**config.mk**
```make
export PLATFORM = sky130hd
export DESIGN_NAME = mmio_input_port
export DESIGN_NICKNAME = d
export VERILOG_FILES = /design/src/rtl/mmio_input_port.sv
export SDC_FILE = /design/constraint.sdc
export NUM_CORES = 1
export LEC_CHECK = 0
export ABC_AREA = 1
export CAP_MARGIN = 40
export CORE_ASPECT_RATIO = 1.1
export CORE_MARGIN = 2
export CORE_UTILIZATION = 49
export CTS_CLUSTER_SIZE = 28
export DETAILED_ROUTE_END_ITERATION = 16
export PLACE_DENSITY = 0.8
export SETUP_SLACK_MARGIN = 0.15
export SLEW_MARGIN = 0
export SYNTH_ARGS = -nofsm -noshare
export SYNTH_HDL_FRONTEND = slang
export SYNTH_SLANG_ARGS = --single-unit
```
**constraint.sdc**
```tcl
create_clock -name clk -period 2.7 [get_ports clk]
set_input_delay 0.675 -clock clk [delete_from_list [all_inputs] [get_ports clk]]
set_output_delay 0.675 -clock clk [all_outputs]
set_load 0.05 [all_outputs]
```
**src/rtl/mmio_input_port.sv**
```systemverilog
`timescale 1ns/1ps
`default_nettype none
// +--------------------------------------------------------------------------+
// | Module      : mmio_input_port                                            |
// | Description : Memory-mapped input responder for the Hack-style bus.      |
// |               Synchronises and debounces the DE0 buttons and switches,   |
// |               keeps sticky press/release flags and a btn[0] press count, |
// |               and serves them as three word registers.                   |
// | Ports       : clk       system clock (rising edge)                       |
// |               reset_n   asynchronous active-low reset                    |
// |               btn[2:0]  raw push buttons, 0 = pressed                    |
// |               sw[9:0]   raw slide switches, 1 = on                       |
// |               addressM  CPU data address                                 |
// |               writeM    CPU write strobe                                 |
// |               outM      CPU write data                                   |
// |               inM       read data, 0 outside this block's range          |
// |               hit       address falls in BASE_ADDR..BASE_ADDR+2          |
// |               irq       OR of all event flags                            |
// | Revision    : 1.0  initial release                                       |
// +--------------------------------------------------------------------------+
module mmio_input_port #(
  parameter logic [15:0] BASE_ADDR       = 16'h6000,
  parameter int unsigned DEBOUNCE_CYCLES = 500000
) (
  input  logic        clk,
  input  logic        reset_n,
  input  logic [2:0]  btn,
  input  logic [9:0]  sw,
  input  logic [15:0] addressM,
  input  logic        writeM,
  input  logic [15:0] outM,
  output logic [15:0] inM,
  output logic        hit,
  output logic        irq
);

  localparam int unsigned       c_PW         = $clog2(DEBOUNCE_CYCLES);
  localparam logic [c_PW-1:0]   c_TICK_MAX   = c_PW'(DEBOUNCE_CYCLES - 1);
  localparam logic [15:0]       c_OFF_DATA   = 16'd0;
  localparam logic [15:0]       c_OFF_EVENT  = 16'd1;
  localparam logic [15:0]       c_OFF_COUNT  = 16'd2;

  // Input vector layout: [9:0] switches, [12:10] buttons.
  logic [12:0]     r_sync1;
  logic [12:0]     r_sync2;
  logic [12:0]     r_sample;
  logic [12:0]     r_state;
  logic [c_PW-1:0] r_presc;
  logic [5:0]      r_event;
  logic [15:0]     r_count;

  logic [12:0]     w_synced;
  logic [12:0]     w_stable;
  logic [12:0]     w_state_next;
  logic            w_tick;
  logic [2:0]      w_press;
  logic [2:0]      w_release;
  logic [15:0]     w_offset;
  logic            w_hit;
  logic            w_wr_event;
  logic            w_wr_count;
  logic [5:0]      w_clr;
  logic [15:0]     w_count_base;
  logic [15:0]     w_rdata;

  // Two-flop synchronisers for all 13 asynchronous inputs.
  always_ff @(posedge clk or negedge reset_n) begin
    if (!reset_n) begin
      r_sync1 <= 13'd0;
      r_sync2 <= 13'd0;
    end else begin
      r_sync1 <= {btn, sw};
      r_sync2 <= r_sync1;
    end
  end

  // Buttons are active-low on the board; flip them so 1 = pressed.
  assign w_synced = {~r_sync2[12:10], r_sync2[9:0]};

  // Debounce sample tick prescaler.
  assign w_tick = (r_presc == c_TICK_MAX);

  always_ff @(posedge clk or negedge reset_n) begin
    if (!reset_n) begin
      r_presc <= '0;
    end else if (w_tick) begin
      r_presc <= '0;
    end else begin
      r_presc <= r_presc + c_PW'(1);
    end
  end

  // A bit is accepted only when the synced value matches the sample taken
  // one tick earlier, i.e. it has held for a full tick interval.
  assign w_stable = ~(w_synced ^ r_sample);

  always_comb begin
    w_state_next = r_state;
    if (w_tick) begin
      w_state_next = (w_stable & w_synced) | (~w_stable & r_state);
    end
  end

  always_ff @(posedge clk or negedge reset_n) begin
    if (!reset_n) begin
      r_sample <= 13'd0;
      r_state  <= 13'd0;
    end else begin
      if (w_tick) begin
        r_sample <= w_synced;
      end
      r_state <= w_state_next;
    end
  end

  // Edge detection on the debounced button state; flags set on the same
  // edge the state flips.
  assign w_press   =  w_state_next[12:10] & ~r_state[12:10];
  assign w_release = ~w_state_next[12:10] &  r_state[12:10];

  // Address decode. The subtraction wraps addresses below BASE_ADDR to large
  // values, so one unsigned compare covers both ends of the window.
  assign w_offset   = addressM - BASE_ADDR;
  assign w_hit      = (w_offset <= c_OFF_COUNT);
  assign w_wr_event = writeM && (w_offset == c_OFF_EVENT);
  assign w_wr_count = writeM && (w_offset == c_OFF_COUNT);

  // W1C mask; new events are OR-ed in after the clear so a set wins.
  assign w_clr = w_wr_event ? outM[5:0] : 6'd0;

  always_ff @(posedge clk or negedge reset_n) begin
    if (!reset_n) begin
      r_event <= 6'd0;
    end else begin
      r_event <= (r_event & ~w_clr) | {w_release, w_press};
    end
  end

  // A load and a press in the same cycle yield outM + 1.
  assign w_count_base = w_wr_count ? outM : r_count;

  always_ff @(posedge clk or negedge reset_n) begin
    if (!reset_n) begin
      r_count <= 16'd0;
    end else begin
      r_count <= w_count_base + {15'd0, w_press[0]};
    end
  end

  // Same-cycle read path required by the Hack CPU.
  always_comb begin
    w_rdata = 16'd0;
    if (w_hit) begin
      case (w_offset)
        c_OFF_DATA:  w_rdata = {3'd0, r_state};
        c_OFF_EVENT: w_rdata = {10'd0, r_event};
        c_OFF_COUNT: w_rdata = r_count;
        default:     w_rdata = 16'd0;
      endcase
    end
  end

  assign inM = w_rdata;
  assign hit = w_hit;
  assign irq = |r_event;

endmodule
`default_nettype wire

```
======== Word level (Yosys, flattened, before mapping) ========
Cells that the tools add are included.
word-level totals
  ROM bits ................................ 0
  memory bits (writable) .................. 0
  memories kept ........................... 0
  bits in latches ......................... 0
  input port bits ......................... 48
  register bits after elaboration ......... 93
  output and inout bits ................... 18
operators by class
  order comparisons ....................... 1
  divide/modulo/power cells ............... 0
  bitwise operators ....................... 14
  shift operators ......................... 0
  add/subtract/negate cells ............... 3
  reductions and logical operators ........ 4
  $mul .................................... 0
  mux-type cells .......................... 6
  equality and inequality tests ........... 3
operator list
  operator                  count
  $pmux W16 S3              1
  $mux W16                  2
  $and A13 B13 Y13          2
  $not A13 Y13              2
  $add A19 B1 Y19 const B   1
  $eq A19 B19 Y1 const B    1
  $mux W19                  1
  $add A16 B1 Y16           1
  $eq A16 B1 Y1 const B     1
  $eq A16 B2 Y1 const B     1
  $le A16 B2 Y1 const B     1
  $logic_not A16 Y1         1
  $sub A16 B15 Y16 const B  1
  $mux W13                  1
  $or A13 B13 Y13           1
  $xor A13 B13 Y13          1
  $not A3 Y3                3
  $and A3 B3 Y3             2
  $and A6 B6 Y6             1
  $mux W6                   1
  $not A6 Y6                1
  $or A6 B6 Y6              1
  $reduce_or A6 Y1          1
  $logic_and A1 B1 Y1       2

======== Depth between registers and ports, before layout ========
Gate-level depths: netlist of run 1.
  depth after elaboration ................. 10
  mapped depth ............................ 17
  depth with buffers taken out ............ 16

======== Worst setup path before layout of run 1 ========
No wires, ideal clock.
  kind .................................... input to output
  from .................................... input port addressM[13]
  to ...................................... output port inM[3]
  arrival ................................. 2.723 ns
  stages .................................. 9
  required time ........................... 2.025 ns
  setup slack ............................. -0.698 ns
  cell sequence ........................... ha_1 inv_2 nand2_1 nor2_2 inv_2 nor2_8 buf_2 nand3_1 o221ai_1
between the ends
  cells in the longest elaborated chain, start to end .. 4
  elaborated cells on any way between the ends .. 7
  those cells by class .................... 1 x add/sub; 1 x order compare; 2 x eq/ne; 2 x mux; 1 x reduce/logical
ends and longest elaborated chain
  item                                                   line  RTL
  start, declared                                        29    input logic [15:0] addressM,
  $sub A16 B15 Y16 *                                     123   assign w_offset = addressM - BASE_ADDR;
  branches (longest 2 deep; another with $le A16 B2 Y1)  -
  $mux W16 *                                             153   if (w_hit) begin
  end, declared                                          32    output logic [15:0] inM,
Mark *: on every way between the ends.

======== Worst setup path after layout of run 1 ========
  from .................................... input port addressM[13]
  to ...................................... output port inM[4]
The elaborated chain is that of the path after synthesis.

==> impl_metrics.tcl, run 1 <==
set metrics [dict create \
    antenna_cells 0 \
    grt_pass1_wl_um 20000 \
    finalWorstSetupSlack_ns -0.119 \
    path_cells "buf_6 -> ha_4 -> inv_1 -> nand2_1 -> nand2_1 -> nand2_2 -> nor2_8 -> buf_12 -> nand3_4 -> buf_6 -> o221ai_4 -> buf_12" \
    start_kind "input pin" \
    synthFlopType "dfrtp_1" \
    crit_arrival_ns 2.14 \
    cp-end-kind "output port" \
    clk_pin_slew_ns 0.11 \
    grt_pass1_vias 4317 \
    finClkSkew_ns 0.0199 \
    gp_congestion 0.911 \
    cts_made_buffers 9 \
    maxSlewHeadroom_pct 67.1 \
    vias_per_cell 5.44 \
    finalNetCount 741 \
    cts_hold_buf 0 \
    crit_type "input pin to output port" \
    antenna_found_initial 0 \
    slowest_stage "nor2_8" \
    p_leak_nw 3.20 \
    grt_setup_unrepaired "true" \
    synthCells 567 \
    crit_family "buffers and inverters" \
    final_cell_mix "nand2_1, dfrtp_1, inv_1" \
    ir_worst_vdd_v 0.000307 \
    cp.required_ns 2.03 \
    multi_input_area_sq_um 2250 \
    port_buffers 65 \
    ys_seq_area_share_pct 50.7 \
    max_cap_viol_count 0 \
    fin_hold_ws_ns 0.251 \
    outcome "finished, violations left" \
    vias 4411 \
    async_flop_share_pct 100 \
    die_h_um 106 \
    die_w_um 96.3 \
    drtIter0Drc 256 \
    cts_tree "yes" \
    critPathMaxFanout 5 \
    gr-total-overflow 0 \
    drive_gt1_share_pct 25.1 \
    wl_met3_um 581 \
    grt_max_degree 58 \
    ys_ff_latch 93 \
    r2r-start "r_presc[1]" \
    synth_edf_count 0 \
    root_buffer "clkbuf_8" \
    yosysWarnings 0 \
    post-route-min-period_ns 2.82 \
    antenna_left 0 \
    fin_crit_sh_pct 104 \
    final_max_slew_viol_count 0 \
    drc_errors 0 \
    cts.path.max_buffers 2 \
    fmax_mhz 355 \
    die_area_sq_um 10200 \
    met1Wirelength_um 5010 \
    crit_buf_inv 5 \
    syn-num-nets 619 \
    setup_viol_count_final 15 \
    htree_levels 3 \
    worst_pin_slew_ns 0.491 \
    pre_cts_ws_ns -0.697 \
    violations "negative setup slack" \
    routed_wl_um 12800 \
    io_pins 66 \
    netlist_area_sq_um 4590 \
    finalHoldViolCount 0 \
    start_util_pct 49.6 \
    rows 37 \
    critPathLaunch "addressM[13]" \
    hp-class "input pin to asynchronous set/reset pin" \
    grt.total_usage_pct 25.1 \
    hpwl_um 8820 \
    mostFrequentLayoutCell "nand2_1" \
    ff2ff_path_depth 15 \
    dr_wl_met2_um 6660 \
    routed.top_layer "met4" \
    rrSetupSlack_ns 0.15 \
    wire_per_inst_um 15.7 \
    reg2reg_to "r_count[6]" \
    avgSynthCellArea_sq_um 8.10 \
    cts.sinks 93 \
    worstSkewPairLatency_ns 0.38 \
    cellPowerDensity_nw_per_um2 385 \
    coreArea_sq_um 9260 \
    firstDrtPassIters 5 \
    regArea_sq_um 2330 \
    n_fill_cell 622 \
    syn_to_final_growth_pct 45.2 \
    synth.distinct_cells 31 \
    crit_path_max_incr_delay_ns 0.18 \
]
Yosys cell counts, drive strengths merged (3+ instances only):
| cell type | count | area share [%] |
|---|---|---|
| nand2 | 139 | 11 |
| dfrtp | 93 | 51 |
| inv | 88 | 7.2 |
| a21oi | 7 | 0.76 |
| buf | 12 | 2.0 |
| nand4 | 39 | 5.4 |
| nor4 | 3 | 0.54 |
| o22ai | 14 | 1.9 |
| ha | 4 | 1.1 |
| nor2 | 79 | 7.6 |
| o221ai | 4 | 0.76 |
| nand3 | 23 | 2.9 |
| clkbuf | 4 | 0.33 |
| o21ai | 42 | 4.6 |
| xor2 | 11 | 2.1 |
repair_timing:
action                                 in CTS  in global routing
buffers inserted                           14                  5
resized for setup                          55                 42
endpoints found under the hold margin       0                  0
pin swaps                                  25                 27
setup endpoints to repair                  29                 30
cell families after synthesis:
logic type / after synthesis / synth area share [%]
adders and majority gates: 4 / 1.09
xor gates and xnor gates: 11 / 2.10
buffers and inverters: 104 / 9.53
and+or+nand+nor: 288 / 28.6
AOI/OAI and AO/OA: 67 / 8.01
DFF: 93 / 50.7
per-stage QoR:
| step | utilization, % | std cells | TNS, ns | power (mW) | cell area, sq um |
|---|---|---|---|---|---|
| after CTS | 70.0 | 806 | -1.92 | 2.58 | 6480 |
| after global routing | 72.0 | 811 | -3.30 | 2.67 | 6670 |
| after detailed placement | 65.8 | 776 | -13.81 | 1.59 | 6090 |
| final | 72.0 | 811 | -1.23 | 2.57 | 6670 |
| after global placement | 65.8 | 776 | -11.89 | 1.59 | 6090 |
| after floorplan | - | 567 | -0.835 | 1.47 | 4890 |
per-layer routing:
metal	up-vias	GRT usage, %
li1	2073	-
met1	2114	31.9
met2	179	42.6
met3	45	3.65
met4	0	10.1
met5	-	0
worst register-to-register path, cell delays in order (launching register included):
cell     delay [ns]
dfrtp_1        0.38
ha_1           0.19
nand2_1        0.08
nor2_1         0.18
inv_1          0.08
nor2_1         0.13
nand2_1        0.09
o21ai_1        0.19
nand3_1        0.16
inv_1          0.09
ha_2           0.23
ha_4           0.17
nand3_4        0.12
nor2_4         0.15
buf_6          0.11
xor2_1         0.13
how the worst max path moves through the flow:
stage | end | slack (ns) | depth (start not counted)
floorplan | inM[2] | -0.13 | 9
detailed placement | inM[2] | -0.70 | 12
global placement | inM[2] | -0.60 | 12
CTS | inM[4] | -0.19 | 12
finish | inM[4] | -0.12 | 12
global route | inM[4] | -0.22 | 12
area by class of cell:
type                            instances  share of cell area, %
Tap cell                              117                   2.20
Inverter                               88                   4.99
Clock buffer                            9                   1.86
Timing Repair Buffer                  127                   20.9
Sequential cell                        93                   34.9
Clock inverter                          7                   1.39
Multi-Input combinational cell        370                   33.8
power breakdown:
part | switching, mW | internal [mW] | leakage [nW] | total (mW)
Sequential | 0.00832 | 1.41 | 1.17 | 1.42
Clock | 0.545 | 0.452 | 0.109 | 0.997
Combinational | 0.0765 | 0.0737 | 1.92 | 0.150
(Power assumes the default switching activity.)
==> run 2, diff against run 1 <==
--- a/config.mk
+++ b/config.mk
@@ -9,10 +9,10 @@
 export CAP_MARGIN = 40
 export CORE_ASPECT_RATIO = 1.1
 export CORE_MARGIN = 2
-export CORE_UTILIZATION = 49
+export CORE_UTILIZATION = 50
 export CTS_CLUSTER_SIZE = 28
 export DETAILED_ROUTE_END_ITERATION = 16
-export PLACE_DENSITY = 0.8
+export PLACE_DENSITY = 0.78
 export SETUP_SLACK_MARGIN = 0.15
 export SLEW_MARGIN = 0
 export SYNTH_ARGS = -nofsm -noshare
==> constraint.sdc (replaced) <==
create_clock -name clk -period 2.6 [get_ports clk]
set_input_delay 0.65 -clock clk [delete_from_list [all_inputs] [get_ports clk]]
set_output_delay 0.65 -clock clk [all_outputs]
set_load 0.05 [all_outputs]
==> run 2 against run 1 <==
Net effect: the run still ends with negative setup slack left; core utilization up 2.6 points; final area down 0.26%; hold slack worse by 0.077 ns; clock power up 8%; flip-flop and latch count unchanged; combinational power up 8%; wire length down 3.4%; die area down 1.9%; non-clock buffer count unchanged; final cell count down 0.49%; critical path depth unchanged; worst setup slack worse by 0.067 ns.
==> impl_metrics.tcl, run 2 (same netlist as run 1, synthesis figures left out) <==
set metrics [dict create \
    setup_viol_count_final 17 \
    placed_cells 778 \
    met1Wirelength_um 4880 \
    pre_cts_ws_ns -0.635 \
    antenna_found_initial 0 \
    fin_crit_sh_pct 107 \
    fmax_mhz 359 \
    hpwl_um 8850 \
    die_w_um 95.4 \
    placed_area_sq_um 6150 \
    wire_per_inst_um 15.3 \
    worstSkewPairLatency_ns 0.36 \
    start_kind "input pin" \
    finalNetCount 741 \
    cts_hold_buf 0 \
    p_sw_mw 0.607 \
    drc_errors 0 \
    final_max_slew_viol_count 0 \
    crit_type "input pin to output port" \
    worst_pin_slew_ns 0.496 \
    io_pins 66 \
    finClkSkew_ns 0.0138 \
    power_frac_comb_pct 6.0 \
    fin_util_pct 74.6 \
    vias 4339 \
    max_cap_viol_count 0 \
    critPathMaxFanout 7 \
    cellPowerDensity_nw_per_um2 409 \
    p_leak_nw 3.23 \
    grt_pass1_vias 4177 \
    wl_met3_um 712 \
    p_int_mw 2.11 \
    syn_to_final_growth_pct 44.8 \
    rows 36 \
    p_seq_share_pct 54.2 \
    grt_pass1_wl_um 19100 \
    finalHoldViolCount 0 \
    cts.path.max_buffers 2 \
    pwr-share-clk_pct 39.8 \
    clk_pin_slew_ns 0.09 \
    grt_max_degree 45 \
    antenna_cells 0 \
    start_util_pct 51.5 \
    routed_wl_um 12300 \
    finalInstanceArea_sq_um 6650 \
    vias_per_cell 5.38 \
    port_buffers 65 \
    cp.required_ns 1.95 \
    antenna_left 0 \
    instances_no_fill 807 \
    drtIter0Drc 358 \
    cts_made_buffers 9 \
    n_fill_cell 584 \
    root_buffer "clkbuf_8" \
    cts_tree "yes" \
    cts.sinks 93 \
    tns_ns -2.14 \
    die_area_sq_um 9970 \
    routed.top_layer "met4" \
    mostFrequentLayoutCell "nand2_1" \
    firstDrtPassIters 5 \
    crit_arrival_ns 2.14 \
    grt.total_usage_pct 24.5 \
    coreArea_sq_um 8920 \
    cp-end-kind "output port" \
    die_h_um 105 \
    dr_wl_met2_um 6340 \
    violations "negative setup slack" \
    hp-class "input pin to asynchronous set/reset pin" \
    outcome "finished, violations left" \
    drive_gt1_share_pct 24.8 \
    maxSlewHeadroom_pct 66.9 \
    gr-total-overflow 0 \
    finalWorstSetupSlack_ns -0.186 \
    sw_frac_of_total_pct 22.3 \
    grt_setup_unrepaired "true" \
    gp_congestion 0.925 \
    ir_worst_vdd_v 0.000209 \
    post-route-min-period_ns 2.79 \
    final_cell_mix "nand2_1, dfrtp_1, inv_1" \
    htree_levels 3 \
]
-- run 2: cell type report --
| type | count | area (sq um) | area share, % |
|---|---|---|---|
| tap | 114 | 143 | 2.14 |
| timing repair buffer | 127 | 1390 | 20.9 |
| sequential | 93 | 2330 | 35.0 |
| clock inverter | 5 | 83.8 | 1.26 |
| clock buffer | 10 | 138 | 2.07 |
| multi-input combinational | 370 | 2240 | 33.7 |
| inverter | 88 | 330 | 4.97 |
-- run 2: per-stage QoR --
stage | hold WS, ns | power (mW)
6_report | 0.173 | 2.72
5_1_grt | 0.190 | 2.81
4_1_cts | 0.182 | 2.72
3_5_place_dp | 0.336 | 1.65
2_1_floorplan | 0.331 | 1.53
3_3_place_gp | 0.334 | 1.65
-- run 2: final timing paths --
kind | from | endpoint | slack (ns) | cells after the start
min in group clk | r_sync1[2] | r_sync2[2] | 0.36 | 0
hold / removal | reset_n | r_presc[9] | 0.17 | 1
setup reg to reg | r_presc[1] | r_count[8] | 0.30 | 15
setup / recovery | addressM[13] | inM[4] | -0.19 | 12
max in group asynchronous | reset_n | r_count[5] | 1.75 | 2
hold reg to reg | r_sync1[2] | r_sync2[2] | 0.36 | 0
-- run 2: timing repair --
item,4_1_cts,5_1_grt
setup endpoints to repair,31,31
gates cloned,0,1
gates resized for setup,44,41
pin swaps,20,33
setup buffers,4,9
-- run 2: critical path, stage by stage --
cell and delay (ns):
buf_8 0.10, ha_4 0.22, inv_2 0.05, nand2_2 0.06, nor2_4 0.10, inv_2 0.07
nor2_8 0.13, buf_6 0.12, nand3_4 0.10, buf_12 0.18, o221ai_4 0.18, buf_12 0.17
-- run 2: power groups by stage --
stage	sequential [mW]	clock, mW	combinational [mW]
global placement	1.50	0	0.148
global route	1.48	1.16	0.178
CTS	1.47	1.09	0.148
floorplan	1.50	0	0.0298
finish	1.47	1.08	0.162
detailed placement	1.50	0	0.151
-- run 2: per-layer routing --
metal / vias up / track usage (%)
met5: - / 0
met1: 2068 / 32.3
met4: 0 / 9.90
met3: 33 / 4.69
li1: 2071 / -
met2: 167 / 39.5
==> run 3, diff against run 2 <==
--- a/config.mk
+++ b/config.mk
@@ -14,7 +14,7 @@
 export DETAILED_ROUTE_END_ITERATION = 16
 export PLACE_DENSITY = 0.78
 export SETUP_SLACK_MARGIN = 0.15
-export SLEW_MARGIN = 0
+export SLEW_MARGIN = 20
 export SYNTH_ARGS = -nofsm -noshare
 export SYNTH_HDL_FRONTEND = slang
 export SYNTH_SLANG_ARGS = --single-unit
==> results of run 3 <==
Same layout as run 2: the final DEF is identical, and so are final timing and power.
==> RTL edit 1: new RTL, settings of run 3 <==
Set the parameter `DEBOUNCE_CYCLES` to 1000000 (it was 500000).
--- a/src/rtl/mmio_input_port.sv
+++ b/src/rtl/mmio_input_port.sv
@@ -20,7 +20,7 @@
 // +--------------------------------------------------------------------------+
 module mmio_input_port #(
   parameter logic [15:0] BASE_ADDR       = 16'h6000,
-  parameter int unsigned DEBOUNCE_CYCLES = 500000
+  parameter int unsigned DEBOUNCE_CYCLES = 1000000
 ) (
   input  logic        clk,
   input  logic        reset_n,
Behaviour: no difference found for any inputs over 10 cycles, from zero or initial values and one cycle with reset_n low; that may be too few to reach the edited logic, so the function may still have changed.
==> RTL edit 1 against run 3 <==
- the run still ends with negative setup slack left
- sequential share of layout area decreased by 2.2 points
- critical path depth unchanged
- area after synthesis increased by 4.9%
- final area increased by 8.0%
- clock power decreased by 7%
- synthesized cell count increased by 3.0%
- sequential cell count increased by 1
- worst setup slack improved by 0.054 ns
- via count increased by 6.3%
- total power decreased by 1.5%
- global-route usage increased by 1.5 points
- routed wire length increased by 17%
- critical path type unchanged
- largest cell class is now multi-input combinational cells
==> RTL edit 1: results (changes against run 3) <==
GR Layer Usage met3 4.82% (was 4.69%); most frequent cells after synthesis nand2_1 (126), dfrtp_1 (94), inv_1 (84) (was nand2_1 (137), dfrtp_1 (93), inv_1 (82)); post_cts resized 76 (was 44); Setup TNS -0.971 ns (was -2.14 ns); crit-path max FO 5 (was 7); GRT Util Overall 26.0% (was 24.5%); Setup-failing EPs final 14 (was 17); # nets final 779 (was 741); clock skew 0.0179 ns (was 0.0138 ns); Synth area leaders dfrtp_1 (49%), nand2_1 (9.8%), inv_1 (6.5%) (was dfrtp_1 (51%), nand2_1 (11%), inv_1 (6.7%)); vias in the first global route 4514 (was 4177); Max transition margin 58.0% (was 66.9%); reg2reg start r_presc[0] (was r_presc[1]); failing checks negative setup slack (unchanged); M2 GR Usage 43.6% (was 39.5%); Max VDD drop 0.359 mV (was 0.209 mV); DR vias 4612 (was 4339); largest net degree at the start of global routing 47 (was 45); drt total wl 14.5 mm (was 12.3 mm); met2 WL 7.55 mm (was 6.34 mm); status finished with violations (unchanged); final std cells w/o fill 849 (was 807); Post-Syn Instances 584 (was 567); WL met1 5.86 mm (was 4.88 mm); Worst Slack Setup Final -0.132 ns (was -0.186 ns); HPWL Detailed 9.21 mm (was 8.85 mm); routed wl met3 629 um (was 712 um); Post-CTS Setup Bufs 24 (was 4); first drt pass iteration count 4 (was 5); Inst Count DP 795 (was 778)
## RTL edit 1: changes by cell type after synthesis, sizes merged, moves of 2 or more
cell   change
or2        -2
nor3       +3
inv        +2
nand4      +5
xor2       +3
nor2       +2
nand2      -2
nand3      +3
## RTL edit 1: final cells by class
cell class	instances	area [um^2]	share of cell area [%]
Multi-Input combinational cell	384	2610	36.3
Sequential cell	94	2350	32.7
Timing Repair Buffer	148	1520	21.2
Inverter	90	348	4.84
Tap cell	117	146	2.04
Clock buffer	10	128	1.78
Clock inverter	6	75.1	1.05
## RTL edit 1: kinds of logic (layout without fill, tap and decap cells)
family / count (synthesis) / in the layout / share of synthesized area (%)
flops: 94 / 94 / 48.8
fa+ha+maj: 4 / 4 / 1.04
buf+inv: 106 / 254 / 9.19
xor+xnor: 14 / 14 / 2.54
simple gates: 296 / 296 / 30.3
compound gates: 70 / 70 / 8.08
## RTL edit 1: where the power goes
part	switching (W)	internal [W]	leakage, nW	total, W
clock	0.000538	0.000462	0.0998	0.00100
sequential	0.00000982	0.00148	1.18	0.00149
combinational	0.0000950	0.0000929	2.09	0.000188
## RTL edit 1: final timing paths
| path | end | slack, ns | cells past startpoint |
|---|---|---|---|
| min | r_presc[11] | 0.29 | 1 |
| min reg2reg | r_sync2[12] | 0.35 | 0 |
| max in group asynchronous | asynchronous set/reset pin | 1.49 | 2 |
| min in group clk | r_sync2[12] | 0.35 | 0 |
| max | inM[5] | -0.13 | 12 |
| max reg2reg | r_count[14] | 0.21 | 16 |
## RTL edit 1: critical path, cell delays in order
cell and delay, ns:
buf_6 0.10, ha_4 0.16, inv_2 0.07, nand2_2 0.07, nand2_4 0.08, nand2_4 0.06, nor2_8 0.18, nand2_4 0.07
nor2_4 0.20, inv_4 0.08, o221ai_4 0.19, buf_12 0.17
==> RTL edit 2: new RTL, settings of run 3 <==
Without the edit above. Put a register stage on the outputs `inM`, `hit` and `irq`. The values now appear one clock later.
--- a/src/rtl/mmio_input_port.sv
+++ b/src/rtl/mmio_input_port.sv
@@ -160,9 +160,11 @@
     end
   end
 
-  assign inM = w_rdata;
-  assign hit = w_hit;
-  assign irq = |r_event;
+  always_ff @(posedge clk) begin
+    inM <= w_rdata;
+    hit <= w_hit;
+    irq <= |r_event;
+  end
 
 endmodule
 `default_nettype wire
Function: changed (a bounded check fails within 4 cycles, from zero or initial values and one cycle with reset_n low).
==> RTL edit 2 against run 3 <==
- sequential power up 19%
- critical path type is now input pin to flip-flop
- area after synthesis is 7.8% higher
- clock skew rose by 0.00086 ns
- core utilization fell by 9.6 points
- maximum frequency increased by 23%
- final area shrank 4.8%
- highest routed layer unchanged
- total power is 8.9% higher
- sequential cell count up 18
- sequential share of layout area grew 7.5 points
- via count down 3.9%
- routed wire length decreased by 4.7%
- worst setup slack improved by 0.53 ns
- first-iteration DRC count decreased by 31%
==> RTL edit 2: results (changes against run 3) <==
status finished clean (was finished with violations); first drt pass iteration count 4 (was 5); register share of the cell area 42.5% (was 35.0%); buffering overhead 16.0% (was 20.9%); worst skew pair latency 0.39 ns (was 0.36 ns); DR vias 4171 (was 4339); Internal 0.00230 W (was 0.00211 W); Final Wtd Congestion 0.930 (was 0.925); critical path type input pin to flip-flop (was input pin to output port); Max VDD drop 0.287 mV (was 0.209 mV); measured slew at the worst slew-check pin 0.618 ns (was 0.496 ns); R2R Setup Slk 0.49 ns (was 0.30 ns); post-synth cell types 32 (was 31); Post-Syn Instances 584 (was 567); Worst-path clk slew 0.11 ns (was 0.09 ns); syn_nets 635 (was 619); Lkg Pwr 3.07 nW (was 3.23 nW); Critical Path End r_count[5] (was inM[4]); multi-input combinational area share 30.2% (was 33.7%); reg2reg start r_presc[10] (was r_presc[1]); post-synthesis compound-gate area fraction 8.16% (was 8.01%); share of layout cells above drive strength 1 15.5% (was 24.8%); clock sinks 111 (was 93); Primary FF master, synth dfrtp_1 (unchanged); cell family with most CP delay simple AND/OR/NAND/NOR gates (was buffers and inverters); HPWL Detailed 8.46 mm (was 8.85 mm); ClkCell Share 3.26% (was 3.33%); Initial DRC Count 246 (was 358); Synth Area in Adders 0.758% (was 1.09%); Place WS -0.387 ns (was -0.635 ns); Fillers 835 (was 584); first-pass GRT wire length 19.2 mm (was 19.1 mm); Post-Place Cell Area 5950 um^2 (was 6150 um^2); Async S/R FF share, synth 83.8% (was 100%); Via density 5.15 (was 5.38); wire length per cell 14.5 um (was 15.3 um); worst reg2reg path depth 14 (was 15); most frequent cells after synthesis nand2_1 (129), dfrtp_1 (93), inv_1 (91) (was nand2_1 (137), dfrtp_1 (93), inv_1 (82)); Inst Count DP 790 (was 778); slowest cell on the critical path clkdlybuf4s50_1 (was ha_4); largest net degree at the start of global routing 46 (was 45); Worst Setup SP addressM[15] (was addressM[13]); Seq/Total Area, Yosys 54.3% (was 50.7%); Multi-Input Combinational 365 (was 370); R2R Path End r_count[14] (was r_count[8]); CLK BUF 11 (was 10); vias in the first global route 4010 (was 4177); Inverters 95 (was 88); # nets final 736 (was 741); clock skew 0.0147 ns (was 0.0138 ns); crit-path max FO 3 (was 7); post-synthesis xor/xnor area fraction 2.12% (was 2.10%); Worst EP arrival 2.57 ns (was 2.14 ns); Non-clk bufs 103 (was 127); sequential standard cell area 2690 um^2 (was 2330 um^2); Mapped Avg Cell Area 8.48 um^2 (was 8.10 um^2)
-- RTL edit 2: cell types whose count changed after synthesis, moves of 4 or more --
cell,delta
dfxtp_1,+18
inv_1,+9
nand2_1,-8
nand3_1,-7
nand4_1,-8
nor2_1,+7
o21ai_0,-5
o21ai_1,-4
-- RTL edit 2: power by group through the flow --
stage / clock network, W / logic [W] / registers [W]
after floorplan: 0 / 0.0000258 / 0.00178
after global placement: 0 / 0.000143 / 0.00178
after detailed placement: 0 / 0.000144 / 0.00178
after CTS: 0.00109 / 0.000146 / 0.00175
after global routing: 0.00117 / 0.000161 / 0.00175
final: 0.00107 / 0.000146 / 0.00175
-- RTL edit 2: what timing repair did --
item / CTS / global route
cloned: 0 / 2
setup buffers: 1 / 1
setup endpoints to repair: 19 / 19
pin swaps: 8 / 8
hold endpoints to repair: 0 / 0
gates resized for setup: 18 / 22
-- RTL edit 2: worst min path at each step --
stage / start / end / slack, ns / cells past startpoint
after floorplan: r_sync1[0] / r_sync2[0] / 0.33 / 0
after global placement: r_sync1[3] / r_sync2[3] / 0.33 / 0
after detailed placement: r_sync1[6] / r_sync2[6] / 0.34 / 0
after CTS: reset_n / r_count[15] / 0.28 / 1
after global routing: reset_n / r_count[2] / 0.30 / 1
final: reset_n / r_count[2] / 0.27 / 1
-- RTL edit 2: layer usage --
layer / global-route usage, % / wire length (um) / vias up
met5: 0 / 0 / -
met4: 7.83 / 281 / 0
met3: 4.98 / 787 / 23
met2: 37.3 / 5620 / 153
met1: 30.2 / 5060 / 1923
li1: - / - / 2072
